## src/rtl/muldiv_unit.sv

```systemverilog
// muldiv_unit: iterative MULT/MULTU/DIV/DIVU engine owning HI/LO.
// Ports: clk, reset(async low), start/op/a/b, mthi/mtlo, flush -> busy, done, hi, lo.
module muldiv_unit #(
  parameter int WIDTH = 32,
  parameter int CNTW  = 5
) (
  input  logic             clk,
  input  logic             reset,
  input  logic             start,
  input  logic [1:0]       op,
  input  logic [WIDTH-1:0] a,
  input  logic [WIDTH-1:0] b,
  input  logic             mthi,
  input  logic             mtlo,
  input  logic             flush,
  output logic             busy,
  output logic             done,
  output logic [WIDTH-1:0] hi,
  output logic [WIDTH-1:0] lo
);

  typedef enum logic [2:0] {
    S_IDLE,
    S_MUL,
    S_DIV,
    S_FIX,
    S_DONE
  } state_t;

  state_t             state;
  logic [CNTW-1:0]    cnt;
  logic [2*WIDTH-1:0] acc;
  logic [WIDTH-1:0]   opnd;
  logic               neg_q;
  logic               neg_r;
  logic               dbz;
  logic               op_div;

  logic               sgn;
  logic               b_zero;
  logic [WIDTH-1:0]   ma;
  logic [WIDTH-1:0]   mb;

  logic [WIDTH:0]     mul_sum;
  logic [2*WIDTH-1:0] mul_next;
  logic [WIDTH:0]     div_trial;
  logic [WIDTH:0]     div_diff;
  logic               div_ge;
  logic [2*WIDTH-1:0] div_next;

  logic [2*WIDTH-1:0] prod_fix;
  logic [WIDTH-1:0]   quo;
  logic [WIDTH-1:0]   rem;
  logic [WIDTH-1:0]   quo_fix;
  logic [WIDTH-1:0]   rem_fix;

  assign sgn    = ~op[0];
  assign b_zero = (b == '0);
  assign ma     = (sgn && a[WIDTH-1]) ? -a : a;
  assign mb     = (sgn && b[WIDTH-1]) ? -b : b;

  // acc = {upper partial product, remaining multiplier bits}
  assign mul_sum = {1'b0, acc[2*WIDTH-1:WIDTH]}
                 + (acc[0] ? {1'b0, opnd} : '0);
  assign mul_next = {mul_sum, acc[WIDTH-1:1]};

  // acc = {partial remainder, dividend bits / quotient bits}
  assign div_trial = {acc[2*WIDTH-1:WIDTH], acc[WIDTH-1]};
  assign div_diff  = div_trial - {1'b0, opnd};
  // full compare so a zero divisor just shifts the dividend into rem
  assign div_ge    = (div_trial >= {1'b0, opnd});
  assign div_next  = div_ge
    ? {div_diff[WIDTH-1:0], acc[WIDTH-2:0], 1'b1}
    : {div_trial[WIDTH-1:0], acc[WIDTH-2:0], 1'b0};

  assign quo      = acc[WIDTH-1:0];
  assign rem      = acc[2*WIDTH-1:WIDTH];
  assign prod_fix = neg_q ? -acc : acc;
  assign quo_fix  = dbz ? '1 : (neg_q ? -quo : quo);
  assign rem_fix  = neg_r ? -rem : rem;

  always_ff @(posedge clk or negedge reset) begin
    if (!reset) begin
      state  <= S_IDLE;
      cnt    <= '0;
      acc    <= '0;
      opnd   <= '0;
      neg_q  <= 1'b0;
      neg_r  <= 1'b0;
      dbz    <= 1'b0;
      op_div <= 1'b0;
      hi     <= '0;
      lo     <= '0;
      busy   <= 1'b0;
      done   <= 1'b0;
    end else begin
      done <= 1'b0;
      unique case (state)
        S_IDLE: begin
          if (start) begin
            state  <= op[1] ? S_DIV : S_MUL;
            busy   <= 1'b1;
            cnt    <= '0;
            op_div <= op[1];
            acc    <= {{WIDTH{1'b0}}, (op[1] ? ma : mb)};
            opnd   <= op[1] ? mb : ma;
            // a zero divisor reports HI=a, so its quotient sign is moot
            neg_q  <= sgn & (a[WIDTH-1] ^ b[WIDTH-1])
                    & ~(op[1] & b_zero);
            neg_r  <= sgn & a[WIDTH-1];
            dbz    <= op[1] & b_zero;
          end else begin
            if (mthi) hi <= a;
            if (mtlo) lo <= a;
          end
        end
        S_MUL, S_DIV: begin
          if (flush) begin
            state <= S_IDLE;
            busy  <= 1'b0;
          end else begin
            acc <= (state == S_DIV) ? div_next : mul_next;
            cnt <= cnt + CNTW'(1);
            if (cnt == '1) state <= S_FIX;
          end
        end
        S_FIX: begin
          if (flush) begin
            state <= S_IDLE;
            busy  <= 1'b0;
          end else begin
            if (op_div) begin
              hi <= rem_fix;
              lo <= quo_fix;
            end else begin
              hi <= prod_fix[2*WIDTH-1:WIDTH];
              lo <= prod_fix[WIDTH-1:0];
            end
            state <= S_DONE;
            busy  <= 1'b0;
            done  <= 1'b1;
          end
        end
        S_DONE: state <= S_IDLE;
        default: begin
          state <= S_IDLE;
          busy  <= 1'b0;
        end
      endcase
    end
  end

endmodule

```

## config.mk

```make
export PLATFORM = sky130hd
export DESIGN_NAME = muldiv_unit
export DESIGN_NICKNAME = d
export VERILOG_FILES = /design/src/rtl/muldiv_unit.sv
export SDC_FILE = /design/constraint.sdc
export NUM_CORES = 1
export LEC_CHECK = 0
export CORE_MARGIN = 2
export CORE_UTILIZATION = 55
export CTS_BUF_LIST = sky130_fd_sc_hd__clkbuf_8
export CTS_CLUSTER_DIAMETER = 100
export DETAILED_ROUTE_END_ITERATION = 12
export GPL_TIMING_DRIVEN = 0
export PLACE_DENSITY = 0.89
export SYNTH_ARGS = -nofsm -noshare
export SYNTH_HDL_FRONTEND = slang
export SYNTH_SLANG_ARGS = --single-unit
```

## constraint.sdc

```tcl
create_clock -name clk -period 3.94 [get_ports clk]
set_input_delay 0.394 -clock clk [delete_from_list [all_inputs] [get_ports clk]]
set_output_delay 0.394 -clock clk [all_outputs]
set_load 0.03 [all_outputs]
```

==> results.md <==
* Run status: finished clean
* Vias/cell at 6.53
* Post-synth EDFFs at 0
* TritonCTS clock tree: done
* Worst reg2reg path endpoint: acc[48]$_DFFE_PN0P_
* Vert. Die Dim at 169 um
* P per Cell Area at 872 nW/um2
* Post-Synthesis Cells at 1,992
* Hold Vio Cnt, Final at 0
* Mapped Nets at 2,136
* Design Area, Final at 17,400 um2
* Hold WC Path Type: input port to flop
* DR pass1 iterations at 8
* Slowest-stage cell, CP: buf_2
* Slew HR at 35.1%
* Root Driver: clkbuf_8
* CP Class: flop to flop
* Vias at 16,300
* Clk Latency, worst-skew pair at 490 ps
* Max incr delay on CP at 430 ps
* R2r worst-path depth at 12
* Routed Wire Length at 59,200 um
* P_leak at 7.41 nW
* Remaining global-route overflow at 0
* Ports at 138
* Proportion of layout cells with a drive suffix above 1 at 4.82%
* Hold EP: state[2]$_DFFE_PN0P_
* Average wire per standard cell at 23.7 um
* Cell mode on critical path: o21ai_0
* Worst-path fanout max at 10
* Detailed Place HPWL at 46,400 um
* Comb pwr share at 67.8%
* # diodes at 0
* Clock slew at reported path FFs at 120 ps
* Layout Skew at 23.5 ps
* # clock sinks at 174
* Sw Share at 54.2%
* FF-to-FF Start: opnd[11]$_DFFE_PN0P_
* ANT nets after route at 0
* Number of synthesized register bits at 174
* Final net count at 2,289
* F_max at 0.261 GHz
* Initial antenna violation count at 1
* CTS Buf Count at 17
* Clock share of power at 8.9%
* Crit path DAT at 4200 ps
* Setup crit end kind: flop
* Crit path required time at 4310 ps
* Maximum vdd drop at 0.507 mV
* Setup TNS at 0 ps
* Power after layout at 15.2 mW
* GPL Wtd Cong at 1.05
* Final Max Tran Viols at 0
* Flop pwr share at 23.3%
* MaxCap Viol Count at 0
* H-tree Lvls at 4
* # rows at 60
* IO Port Bufs at 135
* Seq/Total Area, Yosys at 29.1%
* P_int at 6.95 mW
* Distinct cells, synth at 75
* Initial core utilization at 55.8%
* Unrepaired setup endpoints after global routing: true
* Sw power at 8.23 mW
* Crit-path cells: inv_1 -> ha_2 -> nand4_1 -> or2_2 -> a311o_1 -> a31oi_2 -> o21ai_0 -> and2_1 -> a31oi_4 -> buf_2 -> mux2i_1 -> o21ai_0
* Die width at 169 um
* Crit path launch type: flop
* R2R Setup Slk at 100 ps
* Cell Area, Placed at 16,800 um2
* Syn avg cell area at 7.51 um2
* Main synth FF type: dfrtp_1
* Drt initial violations at 2,277
* Synthesized area at 15,000 um2
* Final worst path period share at 97.4%
* Global-route wire length before repair at 89,200 um
* DRC Markers at 0
* Core Area at 26,800 um2
* Post-route minimum period at 3840 ps
* Die ar. at 28,500 um2
* CTS Buffer Depth at 2
* Vias in the first global route at 15,200
* GRT Overall Usage at 41.2%
* Synth warn at 0
* Hold Crit Depth at 2
* Async SR Flop Fraction at 100%
* Worst Tran Pin Value at 970 ps
* P&R area growth vs syn at 16.2%
* Setup-failing EPs final at 0
* Hold Startpoint: flush
* Largest net degree at the start of global routing at 100
-- worst max-delay path, delay by kind of cell (launching register included) --
kind / cells / cell delay [ps]
compound gates: 5 / 1250
fa+ha+maj: 1 / 420
buf+inv: 2 / 570
flops: 1 / 400
mux: 1 / 300
simple gates: 3 / 760
-- registers in the layout, indices dropped and copies added (netlist names) --
signal and count:
state 3, lo 32, cnt 5, acc 64
done 1, neg_q 1, opnd 32, neg_r 1
busy 1, op_div 1, hi 32, dbz 1
-- logic make-up after synthesis --
| family | count (synthesis) | synth area share (%) |
|---|---|---|
| AND/OR/NAND/NOR | 680 | 20.7 |
| XOR/XNOR | 170 | 9.95 |
| multiplexers | 44 | 3.00 |
| adder cells (fa/ha/maj) | 72 | 6.12 |
| flip-flops | 174 | 29.1 |
| AO/OA/AOI/OAI | 650 | 26.0 |
| buffers and inverters | 202 | 5.15 |
-- stage by stage --
stage	std cells	hold WS [ps]	setup WS [ps]	util [%]
global route	2499	364	-105	64.9
detailed placement	2469	471	-1300	62.6
floorplan	1992	98.4	171	-
CTS	2501	327	1.25	64.5
global placement	2468	463	-4780	62.5
finish	2499	370	102	64.9
-- worst max path at each step --
stage / start / end / slack [ps] / cells after the start
after floorplan: acc[0]$_DFFE_PN0P_ / acc[60]$_DFFE_PN0P_ / 170 / 15
after global placement: reset / lo[6]$_DFFE_PN0P_ / -4780 / 1
after detailed placement: acc[0]$_DFFE_PN0P_ / acc[60]$_DFFE_PN0P_ / -1300 / 15
after CTS: acc[0]$_DFFE_PN0P_ / acc[62]$_DFFE_PN0P_ / 1 / 15
after global routing: acc[0]$_DFFE_PN0P_ / acc[62]$_DFFE_PN0P_ / -100 / 15
final: opnd[11]$_DFFE_PN0P_ / acc[48]$_DFFE_PN0P_ / 100 / 12
-- power groups by stage --
stage	registers [mW]	clock network, mW	logic (mW)
floorplan	3.69	0	6.37
global placement	3.44	0	9.64
detailed placement	3.48	0	9.79
CTS	3.44	1.34	9.92
global route	3.57	1.40	11.1
finish	3.53	1.35	10.3
-- what timing repair did --
item / CTS / global route
resized for setup: 23 / 28
endpoints found under the hold margin: 75 / 0
setup buffers: 2 / 5
hold buffers: 1 / 0
setup endpoints to repair: 50 / 54
pin swaps: 2 / 5
-- metal layers --
metal  vias up  global-route usage (%)  share of wire [%]  wire, um
met5         -                       0                  0         0
met4         0                    20.4                6.0      3530
met3       190                    10.7                 12      7310
met2      1061                    59.8                 41     24200
met1      7683                    56.8                 41     24200
li1       7383                       -                  -         -
-- final cells by class --
| cell class | instances | area (um2) |
|---|---|---|
| plain buffers | 121 | 494 |
| clock buffers | 19 | 262 |
| clock inverters | 13 | 139 |
| fillers | 2442 | 9410 |
| inverters | 71 | 269 |
| multi-input cells | 1616 | 10000 |
| flip-flops and latches | 174 | 4360 |
| well taps | 341 | 427 |
| repair buffers | 144 | 1450 |
-- cells in the final DEF, fill, tap and decap left out, drive strengths merged, types with 18 or more instances in the layout --
master         netlist  layout
nor3                50      50
a22oi               20      20
mux2i               37      37
o31ai               22      22
buf                 12      23
xor2                58      58
dfrtp              174     174
nor2               180     180
ha                  70      70
clkbuf             119     126
a211oi              18      18
nand3               21      21
clkdlybuf4s50        0     134
o21ai              212     212
a21o                34      34
nand2              281     281
o22ai               37      37
xnor2              112     112
inv                 71      80
a21oi              181     181
nand2b              26      26
a31oi               42      42
-- synthesized netlist by cell type, drive strengths merged (5+ instances only) --
cell type	count	area, um2
a211oi	18	135
a21o	34	255
a21oi	181	906
a221o	6	60.1
a22o	7	61.3
a22oi	20	150
a31oi	42	263
and2	5	31.3
and3	14	87.6
buf	12	57.6
clkbuf	119	447
dfrtp	174	4350
ha	70	876
inv	71	267
mux2	7	78.8
mux2i	37	370
nand2	281	1060
nand2b	26	163
nand3	21	105
nand3b	5	37.5
nand4	16	100
nor2	180	676
nor2b	12	75.1
nor3	50	250
nor4	16	106
o211ai	8	60.1
o21a	8	60.1
o21ai	212	1060
o21bai	12	90.1
o22ai	37	231
o31ai	22	165
o41ai	12	105
or2	10	62.6
or3	15	104
or4	15	120
xnor2	112	981
xor2	58	508
Power figures use the tool's default switching activity.
